**src/rtl/vpu_dma_pkg.sv**
```systemverilog
// vpu_dma_pkg: shared constants for the vpu_dma_wr bus-master DMA writer.
// Holds the FSM state encoding, the register address map and the
// ctrl/status bit positions.
package vpu_dma_pkg;

    // FSM state encoding
    localparam logic [2:0] ST_IDLE   = 3'd0;
    localparam logic [2:0] ST_REQ    = 3'd1;
    localparam logic [2:0] ST_SETTLE = 3'd2;
    localparam logic [2:0] ST_SETUP  = 3'd3;
    localparam logic [2:0] ST_STROBE = 3'd4;
    localparam logic [2:0] ST_RECOV  = 3'd5;
    localparam logic [2:0] ST_DONE   = 3'd6;
    localparam logic [2:0] ST_REL    = 3'd7;

    // Register window addresses
    localparam logic [3:0] REG_PTR_HI  = 4'h0;
    localparam logic [3:0] REG_PTR_LO  = 4'h1;
    localparam logic [3:0] REG_DATA    = 4'h2;
    localparam logic [3:0] REG_CTRL    = 4'h3;
    localparam logic [3:0] REG_ADDR_HI = 4'h4;
    localparam logic [3:0] REG_ADDR_LO = 4'h5;
    localparam logic [3:0] REG_STEP    = 4'h6;
    localparam logic [3:0] REG_LEN     = 4'h7;
    localparam logic [3:0] REG_START   = 4'h8;
    localparam logic [3:0] REG_FILL    = 4'h9;

    // Ctrl/status bit positions in register $3
    localparam int CTRL_IRQ  = 7;
    localparam int CTRL_IEN  = 6;
    localparam int CTRL_BSY  = 5;
    localparam int CTRL_ERR  = 4;
    localparam int CTRL_FILL = 3;

endpackage

```
**src/rtl/vpu_dma_wr_if.sv**
```systemverilog
// vpu_dma_wr_if: external-memory write bus driven by the DMA writer.
// master = the DMA engine, slave = memory / bus observer.
interface vpu_dma_wr_if #(
    parameter int ADDR_W = 16
);
    logic [ADDR_W-1:0] MADDR;
    logic [7:0]        MDOUT;
    logic              memcs;
    logic              memwe;
    logic              hold;

    modport master (
        output MADDR,
        output MDOUT,
        output memcs,
        output memwe,
        output hold
    );

    modport slave (
        input MADDR,
        input MDOUT,
        input memcs,
        input memwe,
        input hold
    );
endinterface

```
**src/rtl/vpu_dma_buf.sv**
```systemverilog
// vpu_dma_buf: 2**BUF_AW x 8 local buffer. One synchronous write port
// (CPU), asynchronous read ports for CPU readback and for the DMA engine.
// A same-cycle write and DMA read of one index returns the old byte.
module vpu_dma_buf #(
    parameter int BUF_AW = 6
) (
    input  logic              clk,
    input  logic              we,
    input  logic [BUF_AW-1:0] waddr,
    input  logic [7:0]        wdata,
    input  logic [BUF_AW-1:0] cpu_raddr,
    output logic [7:0]        cpu_rdata,
    input  logic [BUF_AW-1:0] dma_raddr,
    output logic [7:0]        dma_rdata
);
    logic [7:0] mem [2**BUF_AW];

    // CPU write port
    always_ff @(posedge clk) begin
        if (we) begin
            mem[waddr] <= wdata;
        end
    end

    assign cpu_rdata = mem[cpu_raddr];
    assign dma_rdata = mem[dma_raddr];
endmodule

```
**src/rtl/vpu_dma_wr.sv**
```systemverilog
// vpu_dma_wr: bus-master DMA writer. CPU loads a local buffer through a
// register window, programs address/step/length, and a $7 write starts a
// held-bus sequence of strobed byte writes ending in an interrupt.
// Optional feature macro: VPU_DMA_WR_FILL_EN (constant fill value source).
module vpu_dma_wr
    import vpu_dma_pkg::*;
#(
    parameter int BUF_AW = 6,
    parameter int ADDR_W = 16
) (
    input  logic         clk,
    input  logic         rst,
    input  logic [3:0]   AD,
    input  logic [7:0]   DI,
    output logic [7:0]   DO,
    input  logic         rw,
    input  logic         cs,
    output logic         irq,
    vpu_dma_wr_if.master mem
);
    logic [2:0]        state_q, state_d;
    logic [BUF_AW-1:0] ptr_q, ptr_d;
    logic [ADDR_W-1:0] addr_q, addr_d;
    logic [7:0]        step_q, step_d;
    logic [7:0]        len_q, len_d;
    logic [BUF_AW-1:0] start_q, start_d;
    logic [BUF_AW-1:0] idx_q, idx_d;
    logic [7:0]        cnt_q, cnt_d;
    logic              irq_flag_q, irq_flag_d;
    logic              ien_q, ien_d;
    logic              err_q, err_d;
    logic [7:0]        do_q, do_d;
    logic [ADDR_W-1:0] maddr_q, maddr_d;
    logic [7:0]        mdout_q, mdout_d;
    logic              memcs_q, memcs_d;
    logic              memwe_q, memwe_d;
    logic              hold_q, hold_d;

    logic              reg_wr, reg_rd, bsy, cfg_wr, buf_we;
    logic [7:0]        buf_cpu_rd, buf_dma_rd, rd_mux, status;
    logic [BUF_AW-1:0] dma_idx;
    logic              fill_on;
    logic [7:0]        fill_val;

`ifdef VPU_DMA_WR_FILL_EN
    logic              fill_q, fill_d;
    logic [7:0]        fillv_q, fillv_d;
    assign fill_on  = fill_q;
    assign fill_val = fillv_q;
`else
    assign fill_on  = 1'b0;
    assign fill_val = 8'h00;
`endif

    assign reg_wr = cs & ~rw;
    assign reg_rd = cs & rw;
    assign bsy    = (state_q != ST_IDLE);
    assign cfg_wr = reg_wr && (AD >= REG_ADDR_HI) && (AD <= REG_START);
    assign buf_we = reg_wr && (AD == REG_DATA);

    // Engine reads the index it will present in SETUP: advanced when leaving RECOV
    assign dma_idx = (state_q == ST_RECOV && !fill_on) ? idx_q + BUF_AW'(1) : idx_q;

    vpu_dma_buf #(.BUF_AW(BUF_AW)) u_buf (
        .clk       (clk),
        .we        (buf_we),
        .waddr     (ptr_q),
        .wdata     (DI),
        .cpu_raddr (ptr_q),
        .cpu_rdata (buf_cpu_rd),
        .dma_raddr (dma_idx),
        .dma_rdata (buf_dma_rd)
    );

    // CPU read data selection
    always_comb begin
        status            = 8'h00;
        status[CTRL_IRQ]  = irq_flag_q;
        status[CTRL_IEN]  = ien_q;
        status[CTRL_BSY]  = bsy;
        status[CTRL_ERR]  = err_q;
        status[CTRL_FILL] = fill_on;
        case (AD)
            REG_PTR_HI:  rd_mux = 8'h00;
            REG_PTR_LO:  rd_mux = 8'(ptr_q);
            REG_DATA:    rd_mux = buf_cpu_rd;
            REG_CTRL:    rd_mux = status;
            REG_ADDR_HI: rd_mux = 8'(addr_q >> 8);
            REG_ADDR_LO: rd_mux = addr_q[7:0];
            REG_STEP:    rd_mux = step_q;
            REG_LEN:     rd_mux = len_q;
            REG_START:   rd_mux = 8'(start_q);
            REG_FILL:    rd_mux = fill_val;
            default:     rd_mux = 8'h00;
        endcase
    end

    // Register window, FSM sequencing and bus output next-state
    always_comb begin
        state_d    = state_q;
        ptr_d      = ptr_q;
        addr_d     = addr_q;
        step_d     = step_q;
        len_d      = len_q;
        start_d    = start_q;
        idx_d      = idx_q;
        cnt_d      = cnt_q;
        irq_flag_d = irq_flag_q;
        ien_d      = ien_q;
        err_d      = err_q;
        do_d       = do_q;
        maddr_d    = maddr_q;
        mdout_d    = mdout_q;
`ifdef VPU_DMA_WR_FILL_EN
        fill_d     = fill_q;
        fillv_d    = fillv_q;
`endif

        // Status read clears sticky bits first so a same-cycle set wins
        if (reg_rd) begin
            do_d = rd_mux;
            if (AD == REG_CTRL) begin
                irq_flag_d = 1'b0;
                err_d      = 1'b0;
            end
        end

        if (reg_wr) begin
            case (AD)
                REG_PTR_LO:  ptr_d = DI[BUF_AW-1:0];
                REG_DATA:    ptr_d = ptr_q + BUF_AW'(1);
                REG_CTRL: begin
                    ien_d = DI[CTRL_IEN];
`ifdef VPU_DMA_WR_FILL_EN
                    fill_d = DI[CTRL_FILL];
`endif
                end
                REG_ADDR_HI: if (!bsy) addr_d = ADDR_W'({DI, addr_q[7:0]});
                REG_ADDR_LO: if (!bsy) addr_d = ADDR_W'({addr_q[ADDR_W-1:8], DI});
                REG_STEP:    if (!bsy) step_d = DI;
                REG_START:   if (!bsy) start_d = DI[BUF_AW-1:0];
                REG_LEN: begin
                    if (!bsy) begin
                        len_d = DI;
                        if (DI == 8'h00) begin
                            irq_flag_d = 1'b1;
                        end else begin
                            state_d = ST_REQ;
                            cnt_d   = 8'h00;
                            idx_d   = start_q;
                        end
                    end
                end
`ifdef VPU_DMA_WR_FILL_EN
                REG_FILL:    fillv_d = DI;
`endif
                default: ;
            endcase
            if (cfg_wr && bsy) begin
                err_d = 1'b1;
            end
        end

        case (state_q)
            ST_REQ:    state_d = ST_SETTLE;
            ST_SETTLE: state_d = ST_SETUP;
            ST_SETUP:  state_d = ST_STROBE;
            ST_STROBE: state_d = ST_RECOV;
            ST_RECOV: begin
                addr_d  = addr_q + ADDR_W'(step_q);
                idx_d   = dma_idx;
                cnt_d   = cnt_q + 8'd1;
                state_d = (cnt_q + 8'd1 == len_q) ? ST_DONE : ST_SETUP;
            end
            ST_DONE:   state_d = ST_REL;
            ST_REL: begin
                irq_flag_d = 1'b1;
                state_d    = ST_IDLE;
            end
            default: ;
        endcase

        hold_d  = (state_d != ST_IDLE);
        memcs_d = (state_d == ST_SETUP) || (state_d == ST_STROBE) || (state_d == ST_RECOV);
        memwe_d = (state_d == ST_STROBE);
        // Address and data latch on SETUP entry and hold through RECOV
        if (state_d == ST_SETUP) begin
            maddr_d = addr_d;
            mdout_d = fill_on ? fill_val : buf_dma_rd;
        end
    end

    // State and register flops; reset drops every bus output at once
    always_ff @(posedge clk or negedge rst) begin
        if (!rst) begin
            state_q    <= ST_IDLE;
            ptr_q      <= '0;
            addr_q     <= '0;
            step_q     <= 8'd1;
            len_q      <= 8'd0;
            start_q    <= '0;
            idx_q      <= '0;
            cnt_q      <= 8'd0;
            irq_flag_q <= 1'b0;
            ien_q      <= 1'b0;
            err_q      <= 1'b0;
            do_q       <= 8'd0;
            maddr_q    <= '0;
            mdout_q    <= 8'd0;
            memcs_q    <= 1'b0;
            memwe_q    <= 1'b0;
            hold_q     <= 1'b0;
`ifdef VPU_DMA_WR_FILL_EN
            fill_q     <= 1'b0;
            fillv_q    <= 8'd0;
`endif
        end else begin
            state_q    <= state_d;
            ptr_q      <= ptr_d;
            addr_q     <= addr_d;
            step_q     <= step_d;
            len_q      <= len_d;
            start_q    <= start_d;
            idx_q      <= idx_d;
            cnt_q      <= cnt_d;
            irq_flag_q <= irq_flag_d;
            ien_q      <= ien_d;
            err_q      <= err_d;
            do_q       <= do_d;
            maddr_q    <= maddr_d;
            mdout_q    <= mdout_d;
            memcs_q    <= memcs_d;
            memwe_q    <= memwe_d;
            hold_q     <= hold_d;
`ifdef VPU_DMA_WR_FILL_EN
            fill_q     <= fill_d;
            fillv_q    <= fillv_d;
`endif
        end
    end

    assign DO        = do_q;
    assign irq       = irq_flag_q & ien_q;
    assign mem.MADDR = maddr_q;
    assign mem.MDOUT = mdout_q;
    assign mem.memcs = memcs_q;
    assign mem.memwe = memwe_q;
    assign mem.hold  = hold_q;
endmodule

```
**src/flat_wrapper.sv**
```systemverilog
// flat-port wrapper written by rule: the top's interface ports become plain ports
module vpu_dma_wr_flat import vpu_dma_pkg::*;
#(
    parameter int BUF_AW = 6,
    parameter int ADDR_W = 16
)
  (clk, rst, AD, DI, DO, rw, cs, irq, mem_MADDR, mem_MDOUT, mem_memcs, mem_memwe, mem_hold);
  vpu_dma_wr_if #(.ADDR_W(ADDR_W)) mem_i ();
  input  logic clk;
  input  logic rst;
  input  logic [3:0] AD;
  input  logic [7:0] DI;
  output logic [7:0] DO;
  input  logic rw;
  input  logic cs;
  output logic irq;
  output wire logic [$bits(mem_i.MADDR)-1:0] mem_MADDR;
  output wire logic [$bits(mem_i.MDOUT)-1:0] mem_MDOUT;
  output wire logic [$bits(mem_i.memcs)-1:0] mem_memcs;
  output wire logic [$bits(mem_i.memwe)-1:0] mem_memwe;
  output wire logic [$bits(mem_i.hold)-1:0] mem_hold;
  assign mem_MADDR = mem_i.MADDR;
  assign mem_MDOUT = mem_i.MDOUT;
  assign mem_memcs = mem_i.memcs;
  assign mem_memwe = mem_i.memwe;
  assign mem_hold = mem_i.hold;
  vpu_dma_wr #(.BUF_AW(BUF_AW), .ADDR_W(ADDR_W)) u_core (.clk(clk), .rst(rst), .AD(AD), .DI(DI), .DO(DO), .rw(rw), .cs(cs), .irq(irq), .mem(mem_i));
endmodule
```
**config.mk**
```make
export PLATFORM = sky130hd
export DESIGN_NAME = vpu_dma_wr_flat
export DESIGN_NICKNAME = d
export VERILOG_FILES = /design/src/rtl/vpu_dma_pkg.sv /design/src/rtl/vpu_dma_wr_if.sv /design/src/rtl/vpu_dma_buf.sv /design/src/rtl/vpu_dma_wr.sv /design/src/flat_wrapper.sv
export SDC_FILE = /design/constraint.sdc
export NUM_CORES = 1
export LEC_CHECK = 0
export CORE_MARGIN = 2
export CORE_UTILIZATION = 40
export DETAILED_ROUTE_END_ITERATION = 7
export DONT_BUFFER_PORTS = 1
export PLACE_DENSITY = 0.6
export SLEW_MARGIN = 20
export SYNTH_ARGS = -nofsm -noshare
export SYNTH_HDL_FRONTEND = slang
export SYNTH_HIERARCHICAL = 1
export SYNTH_SLANG_ARGS = --single-unit
```
**constraint.sdc**
```tcl
create_clock -name clk -period 3.9 [get_ports clk]
set_input_delay 0.78 -clock clk [delete_from_list [all_inputs] [get_ports clk]]
set_output_delay 0.78 -clock clk [all_outputs]
set_load 0.005 [all_outputs]
```
### Word level (Yosys, flattened, before mapping)

Memory sizes are Yosys's and may differ from the RTL's. A register that Yosys moved wholly into a read port is not among the register bits.
Index checks and enable logic that the tools add are counted.

* input bits: 16
* bits in registers: 91
* memory bits (writable): 512
* memories: 1
* logic and storage cells: 105
* output and inout port bits: 36

Memories
* u_core.u_buf.mem: depth 64, width 8, rd ports 2, clocked after Yosys merged registers in 1, write ports 1, line vpu_dma_buf.sv:16 `logic [7:0] mem [2**BUF_AW];`

* equal/unequal tests: 21
* reductions and logical operators: 19
* add/sub/neg operators: 4
* multiplexer cells: 37
* bitwise operators: 5
* magnitude comparators: 2

Operators by type and width (number)
* $pmux W8 S8: 1
* $mux W16: 3
* $mux W8: 6
* $mux W6: 6
* $pmux W16 S2: 1
* $pmux W3 S7: 1
* $eq A3 B3 Y1 const B: 6
* $add A16 B8 Y16: 1
* $eq A4 B3 Y1 const B: 4
* $mux W3: 5
* $mux W1: 13
* $add A6 B1 Y6 const B: 2
* $pmux W6 S2: 1
* $eq A3 B2 Y1 const B: 3
* $reduce_and A3 Y1: 3
* $add A8 B1 Y8 const B: 1
* $eq A4 B2 Y1 const B: 2
* $eq A8 B8 Y1: 1
* $logic_not A8 Y1: 1
* $reduce_bool A2 Y1: 3
* $reduce_bool A3 Y1: 2
* $eq A4 B1 Y1 const B: 1
* $eq A4 B4 Y1 const B: 1
* $ge A4 B3 Y1 const B: 1
* other kinds (11): 19

### Longest topological paths before layout

Gate-level depths: netlist of the first run.

* depth in word-level cells: 9
* gate-level depth with buffers: 16
* depth with buffers taken out: 11

### Hierarchy

Netlist of the first run, hierarchy kept.

Modules (own cells, without submodules)
* vpu_dma_buf: seq. area each 15374.7 µm², times used 1, cells an instance 1195, area each 23954.2 µm²
* vpu_dma_wr: seq. area each 2478.6 µm², times used 1, cells an instance 557, area each 5630.4 µm²

### Worst setup path after synthesis of the first run

Ideal clock, no wire load.

* path kind: reg2reg
* start: reg u_core.state_q[1]
* end: reg u_core.mdout_q[7] (netlist: u_core/mem.MDOUT[7]) (read register of u_core.u_buf.mem)
* data required time: 3.775 ns
* path buffers: 4
* slack: 0.378 ns
* library setup time: 0.125 ns
* arrival: 3.397 ns
* stages on the path, launching flop included: 15
* clock period less this slack: 3.522 ns
* cells stage by stage: dfrtp_1 inv_1 ha_1 and2_1 clkbuf_1 buf_1 nand2_1 nand2_1 buf_2 buf_1 mux4_2 mux4_2 o21ai_0 nand3_1 mux2_4

* elaborated cells on any way between the ends: 15
* classes of those cells: 8 x eq/ne; 6 x mux; 1 x reduce/logical

RTL lines
* start: declaration: line vpu_dma_wr.sv:21 `logic [2:0] state_q, state_d;`
* start signal: assignment: line vpu_dma_wr.sv:218 `state_q <= state_d;`
* $eq A3 B3 Y1: line vpu_dma_wr.sv:62 `assign dma_idx = (state_q == ST_RECOV && !fill_on) ? idx_q + BUF_AW'(1) : idx_q;`
* $mux W6: line vpu_dma_wr.sv:62
* via u_core.dma_idx[1]: line vpu_dma_wr.sv:41 `logic [BUF_AW-1:0] dma_idx;`
* end: declaration: line vpu_dma_wr.sv:34 `logic [7:0] mdout_q, mdout_d;`

The timed path passes the listed nets, and every way through them passes these cells.
A chain may end at the register's enable or synchronous reset.

### Worst setup path after layout of the first run

* start: reg u_core.state_q[1]
* end: reg u_core.mdout_q[0] (netlist: u_core/mem.MDOUT[0]) (read register of u_core.u_buf.mem)

The elaborated chain is that of the path after synthesis.

==> out/results.ini, run 1 <==
[placement]
dp_hpwl_um = 55200
post-place-cells = 2741
gp_routability_congestion = 0.883
io_buffers = 0

[sta]
fin_crit_ns = 3.66
hold_violations = 0
grt_setup_unrepaired = no
final.setup_skew_ns = 0.0198
min_period_over_period_pct = 93.9
finalSetupTns_ns = 0
whs_ns = 0.0905
maxSlewViolCount = 0
tightest_slew_ns = 1.09
fmax_mhz = 273
setup_violations = 0
relSlewSlack_pct = 25.8

[synth]
syn_nets = 1784
syn_inst = 1752
ys_ff_latch = 611
synth_top_area_share_pct = 52.0
yosysSeqAreaShare_pct = 60.3
async_flop_share_pct = 16.2
synth_edf_count = 512
synthTopCellsByArea = edfxtp_1 52%, mux4_2 21%, dfrtp_1 8.3%
avgSynthCellArea_um2 = 16.9
yosys.area.top_type = edfxtp_1
netlist_area_um2 = 29600
synth_warnings = 6
ys.flop_type = edfxtp_1
ys_types = 71

[worst_setup_path]
slowest_delay_ns = 0.51
arrival_ns = 4.15
crit_family = multiplexers
worst-path-buf-inv = 3
startpoint_type = flip-flop
r2r_setup_slack_ns = 0.24
r2r_cells = 12
crit_fanout = 22
reg2reg_from = u_core/state_q[1]
path_class = reg -> reg
r2r-end = u_core/mem.MDOUT[0]
slowest_stage = mux4_2
path_cells = inv_1, ha_1, nand2_2, xnor2_4, buf_12, buf_12, mux4_2, mux2i_1, a21oi_1, nand3_1, nand2_1, mux2_2
path_common_cell = buf_12
cp_data_required_time_ns = 4.39
end_kind = flip-flop

[pwr]
power_mw = 24.1
power_density_nw_per_um2 = 716
leakage_nw = 11.4
ir_worst_vdd_mv = 0.531

[detailed_routing]
firstDrtPassIters = 8
wl_um = 83600
via_count = 17800
ant_nets = 0
drtIter0Drc = 2046
drc = 18
post_drt_wl_per_cell_um = 29.2
routed_via_density = 6.22

[status]
status = complete, but fails checks
violations = design-rule violations

[global_route]
grt_pass1_vias = 18000
grt_antenna_before_repair = 2
grtUsageTotal_pct = 22.2
overflow = 0
grt_pass1_wl_um = 122000
grt_max_degree = 99

[finish]
num-fill-cells = 6191
utilization_pct = 46.1
drive_gt1_share_pct = 30.5
nets = 1887
final_cells = 2866
syn_to_final_growth_pct = 13.9

[floorplan]
die_h_um = 276
start_util_pct = 40.5
die-area_um2 = 76200
num_rows = 99
die_x_um = 276
core_area_um2 = 73100
io_pins = 52

[cts]
clkTransAtPathRegs_ns = 0.06
ctsLongestPathBuffers = 3
cts_tree = built
cts-htree-levels = 3
clockRootBuffer = clkbuf_16
clock-sinks = 611
clkLatencyLatePin_ns = 0.60
numCtsBuffers = 69

[run]
maxCapViolCount = 0

[worst_hold_path]
hold_class = in -> async

## metrics by stage
step / area (µm²) / worst slack, ns
detailed placement: 31500 / 0.133
global route: 33700 / 0.152
floorplan: 29600 / 0.378
CTS: 33700 / 0.0728
global placement: 31500 / 0.113
finish: 33700 / 0.237
## worst max-delay path by stage
stage	from	end	slack, ns	cells past startpoint
2_1_floorplan	u_core/state_q[1]	u_core/mem.MDOUT[7]	0.38	14
3_3_place_gp	u_core/state_q[1]	u_core/mem.MDOUT[0]	0.11	12
3_5_place_dp	u_core/state_q[1]	u_core/mem.MDOUT[7]	0.13	10
4_1_cts	u_core/state_q[1]	u_core/mem.MDOUT[0]	0.07	12
5_1_grt	u_core/state_q[1]	u_core/mem.MDOUT[0]	0.15	12
6_report	u_core/state_q[1]	u_core/mem.MDOUT[0]	0.24	12
## layer usage
| layer | track usage (%) | part of all wire [%] | vias to the layer above |
|---|---|---|---|
| met3 | 6.88 | 10 | 162 |
| met1 | 29.0 | 39 | 9371 |
| met4 | 6.85 | 3.2 | 4 |
| li1 | - | - | 7434 |
| met5 | 0 | 0.030 | - |
| met2 | 35.5 | 47 | 865 |
## layout make-up
| cell class | instances | area [µm²] | share of cell area [%] |
|---|---|---|---|
| Sequential cell | 611 | 17900 | 53.0 |
| Multi-Input combinational cell | 1008 | 11100 | 32.9 |
| Clock buffer | 82 | 1880 | 5.58 |
| Timing Repair Buffer | 148 | 1320 | 3.92 |
| Tap cell | 959 | 1200 | 3.56 |
| Clock inverter | 40 | 263 | 0.780 |
| Inverter | 17 | 63.8 | 0.189 |
| Antenna cell | 1 | 2.50 | 0.00743 |
## cells in the mapped netlist (all sizes together) (4+ instances only)
master,instances
xnor2,15
o211ai,7
mux2,55
clkbuf,50
a21oi,31
inv,17
nor3,11
nand2b,12
nor2b,19
mux4,270
a221o,8
o32ai,5
o221ai,5
nor2,101
and2,10
a22oi,28
a31oi,5
nand3b,5
dfrtp,98
a211oi,8
xor2,7
o21ai,84
mux2i,75
buf,66
edfxtp,512
a221oi,9
nand2,102
and3,7
ha,15
nand4,7
nand3,40
o31a,5
o22ai,25
a2111oi,4
## repair_timing
item	in CTS	in global routing
hold buffers	2	0
endpoints found under the setup margin	0	7
buffers inserted	0	0
resized for setup	0	1
hold endpoints to repair	98	0
## power by group
group / internal, mW / switching [mW] / leakage [nW] / total [mW]
logic: 4.82 / 5.11 / 4.53 / 9.93
registers: 7.38 / 0.581 / 5.82 / 7.97
clock network: 3.62 / 2.60 / 1.04 / 6.22
total: 15.8 / 8.29 / 11.4 / 24.1
## registers in the layout, summed over array words and instances (netlist names), 3 cells and up
signal,flops
u_core/u_buf/mem,512
u_core/ptr_q,6
u_core/cnt_q,8
u_core/mem.MDOUT,8
u_core/step_q,8
u_core/addr_q,16
u_core/start_q,6
u_core/len_q,8
u_core/mem.MADDR,16
u_core/state_q,3
u_core/idx_q,6
u_core/DO,8
## cell families (layout without fill, tap and decap cells)
logic type	count (synthesis)	count (layout)	synth area share [%]
simple gates	322	322	4.99
fa+ha+maj	16	16	0.702
xor+xnor	22	22	0.651
flops	611	611	60.3
mux	400	400	25.4
other cells	0	1	0
buf+inv	133	287	2.33
compound gates	248	248	5.54
## placed cells by master (no fill, tap or decap), types with 8 or more instances in the layout
| master | synthesis | final |
|---|---|---|
| edfxtp_1 | 512 | 512 |
| mux4_2 | 270 | 270 |
| buf_4 | 12 | 131 |
| nor2_1 | 101 | 101 |
| nand2_1 | 101 | 100 |
| dfrtp_1 | 98 | 95 |
| o21ai_0 | 77 | 77 |
| mux2i_1 | 75 | 75 |
| clkbuf_16 | 0 | 73 |
| nand3_1 | 40 | 40 |
| mux2_2 | 35 | 35 |
| a21oi_1 | 31 | 31 |
| a22oi_1 | 28 | 28 |
| o22ai_1 | 25 | 25 |
| clkinv_1 | 0 | 22 |
| mux2_4 | 20 | 20 |
| nor2b_1 | 19 | 19 |
| inv_1 | 16 | 16 |
| ha_1 | 15 | 15 |
| buf_12 | 2 | 15 |
| nand2b_1 | 12 | 12 |
| nor3_1 | 11 | 11 |
| xnor2_1 | 15 | 11 |
| clkinv_2 | 0 | 9 |
| a221oi_1 | 9 | 9 |
| and2_1 | 8 | 8 |
| a211oi_1 | 8 | 8 |
| a221o_1 | 8 | 8 |
(Power assumes the default switching activity.)
==> run 2, diff against run 1 <==
- CORE_UTILIZATION: 40 -> 64
- PLACE_DENSITY: 0.6 -> 0.86
==> run 2 against run 1 <==
Against the previous run:
- the run still ends with design-rule violations left
- count of clock-buffer cells in the layout is 5 lower
- non-clock buffer count is 27 lower
- cell area is 2.7% lower
- cell count is 14% lower
- critical path depth is 1 higher
- sequential share of layout area is 1.5 points higher
- worst hold slack worse by 0.038 ns
- worst setup slack worse by 0.21 ns
- largest power group unchanged
==> out/results.ini, run 2 (same netlist as run 1, synthesis figures left out) <==
[worst_setup_path]
r2r_setup_slack_ns = 0.02  ; -0.21 ns
r2r-end = u_core/mem.MDOUT[4]
slowest_stage = a221oi_1
cp_data_required_time_ns = 4.41  ; +0.02 ns
worst-path-buf-inv = 3  ; unchanged
crit_family = simple AND/OR/NAND/NOR gates
reg2reg_from = u_core/state_q[1]
crit_fanout = 36  ; +64%
slowest_delay_ns = 0.51  ; about the same
path_cells = inv_1, ha_1, and2_1, nand2_1, nand2_4, buf_12, buf_12, mux4_2, a221oi_1, o21ai_0, nand3_1, nand2_1, mux2_2
r2r_cells = 13  ; +1
path_class = reg -> reg
arrival_ns = 4.38  ; +0.23 ns
end_kind = flip-flop
startpoint_type = flip-flop

[sta]
min_period_over_period_pct = 99.4  ; +5.5 points
relSlewSlack_pct = 36.7  ; +11 points
final.setup_skew_ns = 0.0217  ; +0.00197 ns
tightest_slew_ns = 0.925  ; -0.161 ns
grt_setup_unrepaired = no
fin_crit_ns = 3.88  ; +0.213 ns
setup_violations = 0  ; unchanged
fmax_mhz = 258  ; -5.5%
finalSetupTns_ns = 0  ; unchanged
hold_violations = 0  ; unchanged
whs_ns = 0.0523  ; -0.0382 ns
maxSlewViolCount = 0  ; unchanged
fin_ws_ns = 0.0246  ; -0.213 ns

[global_route]
overflow = 0  ; unchanged
grt_pass1_wl_um = 122000  ; -0.14%
grt_pass1_vias = 18900  ; +5.4%
grtUsageTotal_pct = 35.1  ; +13 points
grt_max_degree = 100  ; +1.0%
grt_antenna_before_repair = 2  ; unchanged

[floorplan]
die_x_um = 219  ; -21%
core_area_um2 = 45500  ; -38%
die-area_um2 = 48000  ; -37%
die_h_um = 219  ; -21%
start_util_pct = 65.1  ; +25 points
io_pins = 52  ; unchanged
num_rows = 78  ; -21%

[detailed_routing]
wl_um = 81700  ; -2.3%
post_drt_wl_per_cell_um = 33.1  ; +14%
drc = 1  ; -17
drtIter0Drc = 3732  ; +82%
via_count = 19100  ; +7.0%
ant_nets = 0  ; unchanged
routed_via_density = 7.74  ; +24%
firstDrtPassIters = 8  ; unchanged

[finish]
layout_commonest_cell = edfxtp_1
drive_gt1_share_pct = 29.6  ; -0.97 points
syn_to_final_growth_pct = 10.8
nets = 1849  ; -2.0%
regMostFlops = u_core/u_buf/mem
antenna-diode-count = 0  ; -1
num-fill-cells = 2596  ; -58%
final_cell_mix = 512 x edfxtp_1, 270 x mux4_2, 108 x buf_4
largest_reg_flops = 512  ; unchanged
utilization_pct = 72.1  ; +26 points
stdcell_area_um2 = 32800  ; -2.7%

[placement]
gp_routability_congestion = 0.979  ; +11%
post-place-ws_ns = 0.0345  ; -0.0982 ns
dp_hpwl_um = 51500  ; -6.7%
placed_area_um2 = 30800  ; -2.2%
io_buffers = 0  ; unchanged

[cts]
cts-htree-levels = 2  ; -1
ctsLongestPathBuffers = 3  ; unchanged
clkTransAtPathRegs_ns = 0.06  ; about the same
clockRootBuffer = clkbuf_16
cts_setup_buffers = 0  ; unchanged
cts_tree = built
clkLatencyLatePin_ns = 0.64  ; +0.04 ns
numCtsBuffers = 58  ; -16%
clock-sinks = 611  ; unchanged

[status]
status = complete, but fails checks
violations = design-rule violations

[run]
maxCapViolCount = 0  ; unchanged

[pwr]
power_density_nw_per_um2 = 721  ; +0.66%
ir_worst_vdd_mv = 0.763  ; +44%
leakage_nw = 11.2  ; -2.0%

[worst_hold_path]
hold_class = in -> async

[run 2: cell count changes in the layout (fill, tap and decap cells not counted), moves of 3 or more]
cell,change
clkbuf_1,+4
clkbuf_16,-11
buf_12,-3
clkinv_2,+6
clkinvlp_4,-6
buf_4,-23
o21ai_0,-3
clkinv_1,-10
[run 2: worst max-delay path by stage]
stage | to | depth (start not counted) | slack, ns | startpoint
6_report | u_core/mem.MDOUT[4] | 13 | 0.02 | u_core/state_q[1]
5_1_grt | u_core/mem.MDOUT[3] | 13 | 0.04 | u_core/state_q[1]
4_1_cts | u_core/mem.MDOUT[3] | 13 | 0.009 | u_core/state_q[1]
3_5_place_dp | u_core/mem.MDOUT[2] | 13 | 0.03 | u_core/state_q[1]
3_3_place_gp | u_core/mem.MDOUT[2] | 12 | 0.12 | u_core/state_q[1]
2_1_floorplan | u_core/mem.MDOUT[7] | 14 | 0.38 | u_core/state_q[1]
[run 2: layout make-up]
| cell class | count | area (µm²) | area share, % |
|---|---|---|---|
| well taps | 600 | 751 | 2.29 |
| flip-flops and latches | 611 | 17900 | 54.5 |
| inverters | 17 | 63.8 | 0.195 |
| multi-input cells | 1008 | 11100 | 33.8 |
| clock buffers | 77 | 1650 | 5.03 |
| clock inverters | 33 | 279 | 0.851 |
| repair buffers | 121 | 1080 | 3.29 |
[run 2: what timing repair did]
action                                  in CTS  in global routing
gates resized for setup                      1                  5
endpoints found under the hold margin       99                  0
endpoints found under the setup margin       1                  3
hold buffers                                 1                  0
[run 2: report_power, final]
part	switching (mW)	total, mW	internal [mW]	leakage, nW
combinational	5.40	9.98	4.58	4.38
clock	2.45	5.74	3.29	0.958
sequential	0.515	7.90	7.38	5.82
total	8.37	23.6	15.2	11.2
[run 2: per-stage QoR]
| stage | instances | power (mW) |
|---|---|---|
| 3_3_place_gp | 2356 | 17.3 |
| 6_report | 2467 | 23.6 |
| 4_1_cts | 2467 | 23.3 |
| 5_1_grt | 2467 | 24.2 |
| 2_1_floorplan | 1752 | 14.8 |
| 3_5_place_dp | 2356 | 17.6 |
[run 2: layer usage]
metal	share of wire [%]	up-vias	GRT usage, %	wire, µm
li1	-	7339	-	-
met1	33	9619	46.9	27100
met2	47	1746	54.9	38500
met3	14	380	9.83	11600
met4	5.5	0	15.5	4520
met5	0	-	0	0
